`src/rtl/alu_ctrl.sv`:
```
// rtl/alu_ctrl.sv - command/response sequencer driving an external 16-bit ALU (optional ALU_CTRL_COND_EN)
module alu_ctrl #(
  parameter int WIDTH = 16,
  parameter int NREGS = 8,
  parameter int RAW   = 3
) (
  input  logic             clk,
  input  logic             rst,
  input  logic             cmd_valid,
  output logic             cmd_ready,
  input  logic [3:0]       cmd_op,
  input  logic [RAW-1:0]   cmd_rd,
  input  logic [RAW-1:0]   cmd_rs1,
  input  logic [RAW-1:0]   cmd_rs2,
  input  logic             cmd_use_imm,
  input  logic [WIDTH-1:0] cmd_imm,
  input  logic [1:0]       cmd_cond,
  output logic             rsp_valid,
  input  logic             rsp_ready,
  output logic [WIDTH-1:0] rsp_data,
  output logic             rsp_z,
  output logic             rsp_sign,
  output logic             rsp_err,
  output logic             rsp_skip,
  output logic [WIDTH-1:0] alu_a,
  output logic [WIDTH-1:0] alu_b,
  output logic [3:0]       alu_ctl,
  input  logic [WIDTH-1:0] alu_y,
  input  logic             alu_z,
  input  logic             alu_sign,
  output logic             flag_z,
  output logic             flag_s
);

  localparam logic [1:0] S_IDLE = 2'd0;
  localparam logic [1:0] S_EXEC = 2'd1;
  localparam logic [1:0] S_RESP = 2'd2;

  localparam logic [3:0] OP_ALU_MAX = 4'd8;
  localparam logic [3:0] OP_LOAD    = 4'd15;

  logic [1:0]       state_q, state_d;
  logic [WIDTH-1:0] rf_q [NREGS];
  logic [3:0]       op_q;
  logic [RAW-1:0]   rd_q;
  logic [WIDTH-1:0] imm_q;
  logic             cond_ok_q, cond_ok_d;
  logic             flag_z_q, flag_s_q;
  logic [WIDTH-1:0] alu_a_q, alu_b_q;
  logic [3:0]       alu_ctl_q;
  logic             rsp_valid_q, rsp_z_q, rsp_sign_q, rsp_err_q, rsp_skip_q;
  logic [WIDTH-1:0] rsp_data_q;

  logic             accept, in_exec, is_alu, is_load, is_illegal, wb_en;
  logic [WIDTH-1:0] res_data;
  logic             res_z, res_sign;

  assign accept     = (state_q == S_IDLE) && cmd_valid;
  assign in_exec    = (state_q == S_EXEC);
  assign is_alu     = (op_q <= OP_ALU_MAX);
  assign is_load    = (op_q == OP_LOAD);
  assign is_illegal = !is_alu && !is_load;
  assign wb_en      = in_exec && !is_illegal && cond_ok_q;

  // Condition is judged on the architectural flags as they stand at accept
`ifdef ALU_CTRL_COND_EN
  always_comb begin
    cond_ok_d = 1'b1;
    case (cmd_cond)
      2'd0:    cond_ok_d = 1'b1;
      2'd1:    cond_ok_d = flag_z_q;
      2'd2:    cond_ok_d = !flag_z_q;
      default: cond_ok_d = flag_s_q;
    endcase
  end
`else
  logic unused_cond;
  assign unused_cond = ^cmd_cond;
  assign cond_ok_d   = 1'b1;
`endif

  // Result of the executing op; illegal ops report zero data and flags
  always_comb begin
    res_data = '0;
    res_z    = 1'b0;
    res_sign = 1'b0;
    if (is_load) begin
      res_data = imm_q;
      res_z    = (imm_q == '0);
      res_sign = imm_q[WIDTH-1];
    end else if (is_alu) begin
      res_data = alu_y;
      res_z    = alu_z;
      res_sign = alu_sign;
    end
  end

  // Sequencer: IDLE -> EXEC (one cycle) -> RESP (until consumed)
  always_comb begin
    state_d = state_q;
    case (state_q)
      S_IDLE:  if (cmd_valid) state_d = S_EXEC;
      S_EXEC:  state_d = S_RESP;
      S_RESP:  if (rsp_ready) state_d = S_IDLE;
      default: state_d = S_IDLE;
    endcase
  end

  // State register
  always_ff @(posedge clk or posedge rst) begin
    if (rst) state_q <= S_IDLE;
    else     state_q <= state_d;
  end

  // Capture command and drive ALU operands at accept; held otherwise
  always_ff @(posedge clk or posedge rst) begin
    if (rst) begin
      op_q      <= '0;
      rd_q      <= '0;
      imm_q     <= '0;
      cond_ok_q <= 1'b1;
      alu_a_q   <= '0;
      alu_b_q   <= '0;
      alu_ctl_q <= '0;
    end else if (accept) begin
      op_q      <= cmd_op;
      rd_q      <= cmd_rd;
      imm_q     <= cmd_imm;
      cond_ok_q <= cond_ok_d;
      alu_a_q   <= rf_q[cmd_rs1];
      alu_b_q   <= cmd_use_imm ? cmd_imm : rf_q[cmd_rs2];
      alu_ctl_q <= (cmd_op <= OP_ALU_MAX) ? cmd_op : 4'd0;
    end
  end

  // Register file and architectural flags, written only at the end of EXEC
  always_ff @(posedge clk or posedge rst) begin
    if (rst) begin
      for (int i = 0; i < NREGS; i++) rf_q[i] <= '0;
      flag_z_q <= 1'b0;
      flag_s_q <= 1'b0;
    end else if (wb_en) begin
      rf_q[rd_q] <= res_data;
      flag_z_q   <= res_z;
      flag_s_q   <= res_sign;
    end
  end

  // Response registers: loaded at end of EXEC, held until the handshake
  always_ff @(posedge clk or posedge rst) begin
    if (rst) begin
      rsp_valid_q <= 1'b0;
      rsp_data_q  <= '0;
      rsp_z_q     <= 1'b0;
      rsp_sign_q  <= 1'b0;
      rsp_err_q   <= 1'b0;
      rsp_skip_q  <= 1'b0;
    end else if (in_exec) begin
      rsp_valid_q <= 1'b1;
      rsp_data_q  <= res_data;
      rsp_z_q     <= res_z;
      rsp_sign_q  <= res_sign;
      rsp_err_q   <= is_illegal;
      rsp_skip_q  <= !cond_ok_q;
    end else if (state_q == S_RESP && rsp_ready) begin
      rsp_valid_q <= 1'b0;
      rsp_err_q   <= 1'b0;
      rsp_skip_q  <= 1'b0;
    end
  end

  assign cmd_ready = (state_q == S_IDLE);
  assign rsp_valid = rsp_valid_q;
  assign rsp_data  = rsp_data_q;
  assign rsp_z     = rsp_z_q;
  assign rsp_sign  = rsp_sign_q;
  assign rsp_err   = rsp_err_q;
  assign rsp_skip  = rsp_skip_q;
  assign alu_a     = alu_a_q;
  assign alu_b     = alu_b_q;
  assign alu_ctl   = alu_ctl_q;
  assign flag_z    = flag_z_q;
  assign flag_s    = flag_s_q;

endmodule

```
`config.mk`:
```
export PLATFORM = sky130hd
export DESIGN_NAME = alu_ctrl
export DESIGN_NICKNAME = d
export VERILOG_FILES = /design/src/rtl/alu_ctrl.sv
export SDC_FILE = /design/constraint.sdc
export NUM_CORES = 1
export LEC_CHECK = 0
export CORE_MARGIN = 2
export CORE_UTILIZATION = 54
export DETAILED_ROUTE_END_ITERATION = 8
export PLACE_DENSITY = 0.84
export SYNTH_ARGS = -nofsm -noshare
export SYNTH_HDL_FRONTEND = slang
export SYNTH_SLANG_ARGS = --single-unit
```
`constraint.sdc`:
```
create_clock -name clk -period 8.65 [get_ports clk]
set_clock_uncertainty 0.05 [all_clocks]
set_input_delay 2.1625 -clock clk [delete_from_list [all_inputs] [get_ports clk]]
set_output_delay 2.1625 -clock clk [all_outputs]
set_load 0.005 [all_outputs]
```
==> results of run 1 <==
cells in the final DEF (no fill, tap or decap), types with 2 or more instances in the layout:
| cell | netlist | routed |
|---|---|---|
| or3_1 | 2 | 2 |
| a21o_1 | 2 | 2 |
| a22oi_2 | 7 | 7 |
| a21oi_1 | 150 | 150 |
| clkdlybuf4s50_1 | 0 | 108 |
| nand2_1 | 109 | 109 |
| mux2i_1 | 18 | 18 |
| o21ai_0 | 53 | 53 |
| nor4_1 | 4 | 4 |
| buf_4 | 11 | 19 |
| a22oi_1 | 10 | 10 |
| a311oi_4 | 8 | 8 |
| nand3_1 | 3 | 3 |
| dfrtp_1 | 211 | 211 |
| nand3b_1 | 4 | 4 |
| nand2b_1 | 5 | 4 |
| buf_2 | 13 | 2 |
| nor2b_1 | 15 | 15 |
| nor2_1 | 147 | 147 |
| or3b_1 | 3 | 3 |
| clkbuf_1 | 29 | 4 |
| clkbuf_16 | 0 | 22 |
| mux4_2 | 63 | 63 |
| inv_1 | 4 | 3 |
| a211oi_1 | 15 | 15 |
| clkinv_2 | 0 | 3 |
| clkbuf_8 | 0 | 7 |
| inv_8 | 0 | 2 |
flip-flops by register name, indices dropped and copies added, names as in the netlist:
signal and cells:
flag_z 1, alu_ctl 4, alu_a 16, op_q 4
rsp_z 1, flag_s 1, rsp_err 1, rsp_data 16
alu_b 16, imm_q 16, state_q 2, rd_q 3
rf_q 128, rsp_sign 1, rsp_valid 1
power by group through the flow:
stage	registers [mW]	clock network, mW	logic (mW)
floorplan	1.66	0	0.961
global placement	1.73	0	1.38
detailed placement	1.76	0	1.43
global route	1.83	0.968	1.59
finish	1.78	0.915	1.46
CTS	1.76	0.922	1.45
area by class of cell:
class,count,area [µm²]
Clock buffer,33,661.9
Clock inverter,5,42.54
Fill cell,1378,6653
Inverter,5,26.28
Multi-Input combinational cell,627,4390
Sequential cell,211,5280
Tap cell,234,292.8
Timing Repair Buffer,129,1234
cell families after synthesis:
group,count (synthesis)
AOI/OAI and AO/OA,249
buffers and inverters,76
DFF,211
muxes,81
other,1
and+or+nand+nor,296
synthesized netlist by cell type (all sizes together):
library cell	count
nand3	4
a21oi	150
inv	5
o21ai	53
mux2i	18
buf	42
dfrtp	211
and4	1
mux4	63
o2111ai	1
and2	1
nand3b	4
a211oi	15
or3b	3
a31o	1
conb	1
or4b	1
a21o	2
a22oi	17
clkbuf	29
nor2	147
nand2	109
a311oi	8
nor2b	15
or3	2
nor4	4
o31ai	1
nand2b	5
a2bb2oi	1
path summary, 6_finish.rpt:
path,to,slack [ps],cells past startpoint
worst max-delay path,alu_b[3],4660,6
worst min-delay path,rsp_sign,430,1
worst max register to register,rsp_data[14],5890,3
worst min register to register,rsp_sign,430,1
max in group asynchronous,alu_b[3],5100,3
min in group asynchronous,rsp_sign,2090,2
critical path, stage by stage:
cell,delay (ps)
clkdlybuf4s50_1,450
buf_4,440
mux4_2,380
nor2b_1,140
a211oi_1,500
o21ai_0,200
through the flow:
| stage | instance area, µm² | instances | power (mW) | utilization [%] | setup slack (ps) |
|---|---|---|---|---|---|
| floorplan | 10130 | 914 | 2.624 | - | 671.6 |
| global placement | 11220 | 1206 | 3.104 | 60.40 | 4253 |
| detailed placement | 11220 | 1206 | 3.196 | 60.40 | 4224 |
| CTS | 11930 | 1244 | 4.140 | 64.20 | 4741 |
| global route | 11930 | 1244 | 4.382 | 64.20 | 4600 |
| finish | 11930 | 1244 | 4.153 | 64.20 | 4661 |
routing by layer:
| layer | share of wire [%] | vias up | routed length [µm] | GRT usage (%) |
|---|---|---|---|---|
| met4 | 4.1 | 0 | 1145 | 12.58 |
| met5 | 0 | - | 0 | 0 |
| met1 | 39 | 3948 | 10720 | 38.10 |
| met2 | 49 | 423 | 13550 | 45.73 |
| met3 | 8.3 | 83 | 2314 | 5.299 |
| li1 | - | 3413 | - | - |
==> impl_metrics.tcl, run 1 <==
set metrics [dict create \
    status "complete, no violations" \
    grt_max_degree 94 \
    pwr-share-comb_pct 35.1 \
    ys_top_cells_by_area "dfrtp_1 (52%), mux4_2 (14%), a21oi_1 (7.4%), nor2_1 (5.4%), nand2_1 (4.0%)" \
    routedWlPerCell_um 22.29 \
    coreArea_um2 18580 \
    p_per_area_nw_per_um2 348.2 \
    place_hpwl_um 16910 \
    power.share.clock_pct 22.0 \
    peakVddDrop_uv 138.8 \
    p_sw_share_pct 35.76 \
    ctsRootBufferMaster "clkbuf_16" \
    worstPathArrival_ps 4290 \
    r2r_start "op_q[3]" \
    io_pins 114 \
    cp_max_fo 33 \
    routabilityCongestion 0.8782 \
    drt_iter0_markers 812 \
    dr.pass1.iters 5 \
    setup_tns_ps 0 \
    grt_overflow_total 0 \
    wl_um 27730 \
    hold_path.class "reg -> reg" \
    cts.reportedPaths.clkPinSlew_ps 60 \
    holdBufCountCts 0 \
    drv_slew 0 \
    synthToLayoutAreaGrowth_pct 17.71 \
    intPower_mw 2.668 \
    hold_path.startpoint "rsp_sign" \
    syn_area_per_cell_um2 11.09 \
    via_count 7867 \
    diodes 0 \
    yosys.area_share.simple_pct 12.14 \
    fmax_mhz 250.7 \
    p_leak_nw 4.722 \
    synth_nets 968 \
    synth_top_area_share_pct 52.11 \
    slew_headroom_pct 17.30 \
    synthAdderAreaFrac_pct 0 \
    synth_compound_area_share_pct 15.30 \
    dieHeight_um 141.0 \
    grt_pass1_wl_um 43300 \
    post_cts_resized 0 \
    clock_sinks 211 \
    synth_area_um2 10130 \
    hold_ws_ps 425.9 \
    power_frac_seq_pct 42.8 \
    initial_core_util_pct 54.54 \
    period_needed_ps 3989 \
    cts_buffers 22 \
    synth_cell_type_count 35 \
    synth_area_leader_cell "dfrtp_1" \
    criticalPathCategory "in -> reg" \
    synth_xor_area_share_pct 0 \
    yosysSeqAreaShare_pct 52.11 \
    p_switching_mw 1.485 \
    grt_usage_pct 28.36 \
    post_cts.repair.setup_buffers 0 \
    fin_nets 1050 \
    ant_nets 0 \
    yosysWarnings 0 \
    crit_required_ps 8950 \
    drive_gt1_share_pct 13.86 \
    port_buffers 110 \
    cts_buffer_depth 3 \
    clock_insertion_delay_worst_skew_ps 510 \
    cp-end-kind "flop" \
    finalCritPeriodShare_pct 46.11 \
    grt_pass1_vias 7799 \
    vias_per_cell 6.324 \
    finalHoldViolations 0 \
    grt_setup_unrepaired "false" \
    worstSetupStartpointType "primary input" \
    cts_tree "done" \
    dieArea_um2 19880 \
    setup_viol 0 \
    synth_cells 914 \
    worst_pin_slew_ps 1241 \
    drc 0 \
    muxShareOfSynthArea_pct 15.78 \
    rows 50 \
    h-tree-depth 1 \
    die_w_um 141.0 \
    synth_top_family_by_area "multiplexers" \
    startpoint "cmd_rs2[1]" \
    synth-seq-cells 211 \
    cap_viol_max_count 0 \
    antenna_found_initial 0 \
]
Power figures use the tool's default switching activity.
==> run 2: changes to the inputs <==
--- a/config.mk
+++ b/config.mk
@@ -6,9 +6,9 @@
 export NUM_CORES = 1
 export LEC_CHECK = 0
 export CORE_MARGIN = 2
-export CORE_UTILIZATION = 54
+export CORE_UTILIZATION = 51
 export DETAILED_ROUTE_END_ITERATION = 8
-export PLACE_DENSITY = 0.84
+export PLACE_DENSITY = 0.83
 export SYNTH_ARGS = -nofsm -noshare
 export SYNTH_HDL_FRONTEND = slang
 export SYNTH_SLANG_ARGS = --single-unit
==> constraint.sdc (replaced) <==
create_clock -name clk -period 3.65 [get_ports clk]
set_clock_uncertainty 0.05 [all_clocks]
set_input_delay 0.9125 -clock clk [delete_from_list [all_inputs] [get_ports clk]]
set_output_delay 0.9125 -clock clk [all_outputs]
set_load 0.005 [all_outputs]
==> run 2 against run 1 <==
Net effect: critical path type unchanged; hold slack better by 3.8 ps; sequential share of layout area is 0.86 points lower; flip-flop and latch count is the same; largest cell class unchanged; clock power grew to 2.5 times the previous value; setup slack got worse by 3700 ps; final cell count up 3.6%.
==> impl_metrics.tcl, run 2 (same netlist as run 1, synthesis figures left out) <==
set metrics [dict create \
    status "complete, no violations" \
    drv_slew 0 \
    die_w_um 145.0 \
    routedWlPerCell_um 21.58 \
    p_per_area_nw_per_um2 826.3 \
    cts_tree "done" \
    timing.rr.end "rf_q[40]" \
    ant_nets 0 \
    grt_usage_pct 26.54 \
    critPathTopFamily "buffers and inverters" \
    ctsRootBufferMaster "clkbuf_16" \
    post_cts_resized 0 \
    clock_sinks 211 \
    grt_pass1_vias 8047 \
    cts_buffers 22 \
    fmax_mhz 373.8 \
    fin_nets 1063 \
    holdBufCountCts 0 \
    worstSetupStartpointType "primary input" \
    finalHoldViolations 0 \
    largest_reg_flops 128 \
    cp-end-kind "flop" \
    slew_headroom_pct 29.91 \
    cts_buffer_depth 3 \
    io_pins 114 \
    finalCritPeriodShare_pct 73.30 \
    hold_path.class "reg -> reg" \
    antenna_found_initial 2 \
    drt_iter0_markers 782 \
    worstPathArrival_ps 2990 \
    clock_insertion_delay_worst_skew_ps 500 \
    via_count 7889 \
    period_needed_ps 2675 \
    final_common_cell "dfrtp_1" \
    layout_common_cells "dfrtp_1 (211), a21oi_1 (150), nor2_1 (147), nand2_1 (109), clkdlybuf4s50_1 (108)" \
    vias_per_cell 6.120 \
    cp.depth 6 \
    grt_overflow_total 0 \
    path_cells "clkdlybuf4s50_1 > buf_12 > mux4_2 > nor2b_1 > a211oi_1 > o21ai_0" \
    dieHeight_um 145.0 \
    hold_ws_ps 429.7 \
    coreArea_um2 19460 \
    cts.reportedPaths.clkPinSlew_ps 60 \
    cp_max_fo 22 \
    crit_required_ps 3960 \
    r2r_start "state_q[1]" \
    peakVddDrop_uv 290.6 \
    drc 0 \
    startpoint "cmd_rs2[1]" \
    port_buffers 110 \
    rr_worst_depth 5 \
    post-route-util_pct 62.49 \
    rows 51 \
    place_hpwl_um 17340 \
    crit_path_top_delay_cell "clkdlybuf4s50_1" \
    worst_pin_slew_ps 1051 \
    p_leak_nw 4.816 \
    grt_pass1_wl_um 43580 \
    setup_viol 0 \
    dr.pass1.iters 5 \
    grt_setup_unrepaired "false" \
    largest_register "rf_q" \
    h-tree-depth 1 \
    cp-endpoint "alu_b[8]" \
    synthToLayoutAreaGrowth_pct 20.03 \
    critPathMaxStageDelay_ps 790 \
    cp.buffers_inverters 2 \
    routabilityCongestion 0.8439 \
    post_cts.repair.setup_buffers 0 \
    criticalPathCategory "in -> reg" \
    grt_max_degree 120 \
    dieArea_um2 21010 \
    wl_um 27820 \
    cap_viol_max_count 0 \
    initial_core_util_pct 52.07 \
    r2r_slack_ps 1210 \
    drive_gt1_share_pct 15.07 \
]
## run 2: cell count changes in the layout (fill, tap and decap cells not counted)
cell        previous run  this run
clkinv_8               1         0
diode_2                0         2
bufinv_16              0         2
clkbuf_8               7         5
clkinv_2               3         4
inv_8                  2         0
buf_4                 19        27
buf_12                 0         5
clkinvlp_4             0         2
clkbuf_16             22        23
clkbuf_1               4         2
## run 2: worst min path at each step
stage / start / end / depth (start not counted)
after global routing: flag_s / flag_s / 1
after floorplan: imm_q[10] / imm_q[10] / 2
after global placement: alu_b[3] / alu_b[3] / 2
after CTS: alu_b[1] / alu_b[1] / 2
final: alu_b[3] / alu_b[3] / 2
after detailed placement: alu_b[1] / alu_b[1] / 2
## run 2: area by class of cell
class                      count  area (µm²)
inverter                       5       22.52
antenna                        2       5.005
multi-input combinational    627        4390
sequential                   211        5280
clock inverter                 7       87.58
tap                          265       331.6
clock buffer                  30       651.9
timing repair buffer         142        1394
fill                        1438        7300
## run 2: metrics by stage
step | cell area [µm²] | TNS, ps | instances | total power [mW] | worst slack (ps)
finish | 12160 | 0 | 1289 | 10.05 | 974.6
global route | 12160 | 0 | 1287 | 10.59 | 917.8
CTS | 12160 | 0 | 1287 | 10.03 | 1022
detailed placement | 11420 | 0 | 1250 | 7.646 | 546.6
global placement | 11420 | 0 | 1250 | 7.447 | 571.0
floorplan | 10140 | -11540 | 914 | 6.219 | -54.69
## run 2: routing by layer
metal  vias up  routed length, µm  share of wire (%)  global-route usage (%)
met2       458              13830                 50                   44.05
met1      3889              10000                 36                   33.15
met4         0               1384                5.0                   14.06
li1       3443                  -                  -                       -
met5         -                  0                  0                       0
met3        99               2603                9.4                   5.189
## run 2: worst reg2reg max path, delay by kind of cell (launching register included)
family / cells / cell delay (ps)
AO/OA/AOI/OAI: 2 / 620
buffers and inverters: 1 / 430
flip-flops: 1 / 430
AND/OR/NAND/NOR: 2 / 820
## run 2: report_power, final
part | switching (mW) | internal [mW]
clock network | 0.919 | 1.38
registers | 0.804 | 3.35
logic | 1.82 | 1.77
total | 3.55 | 6.50
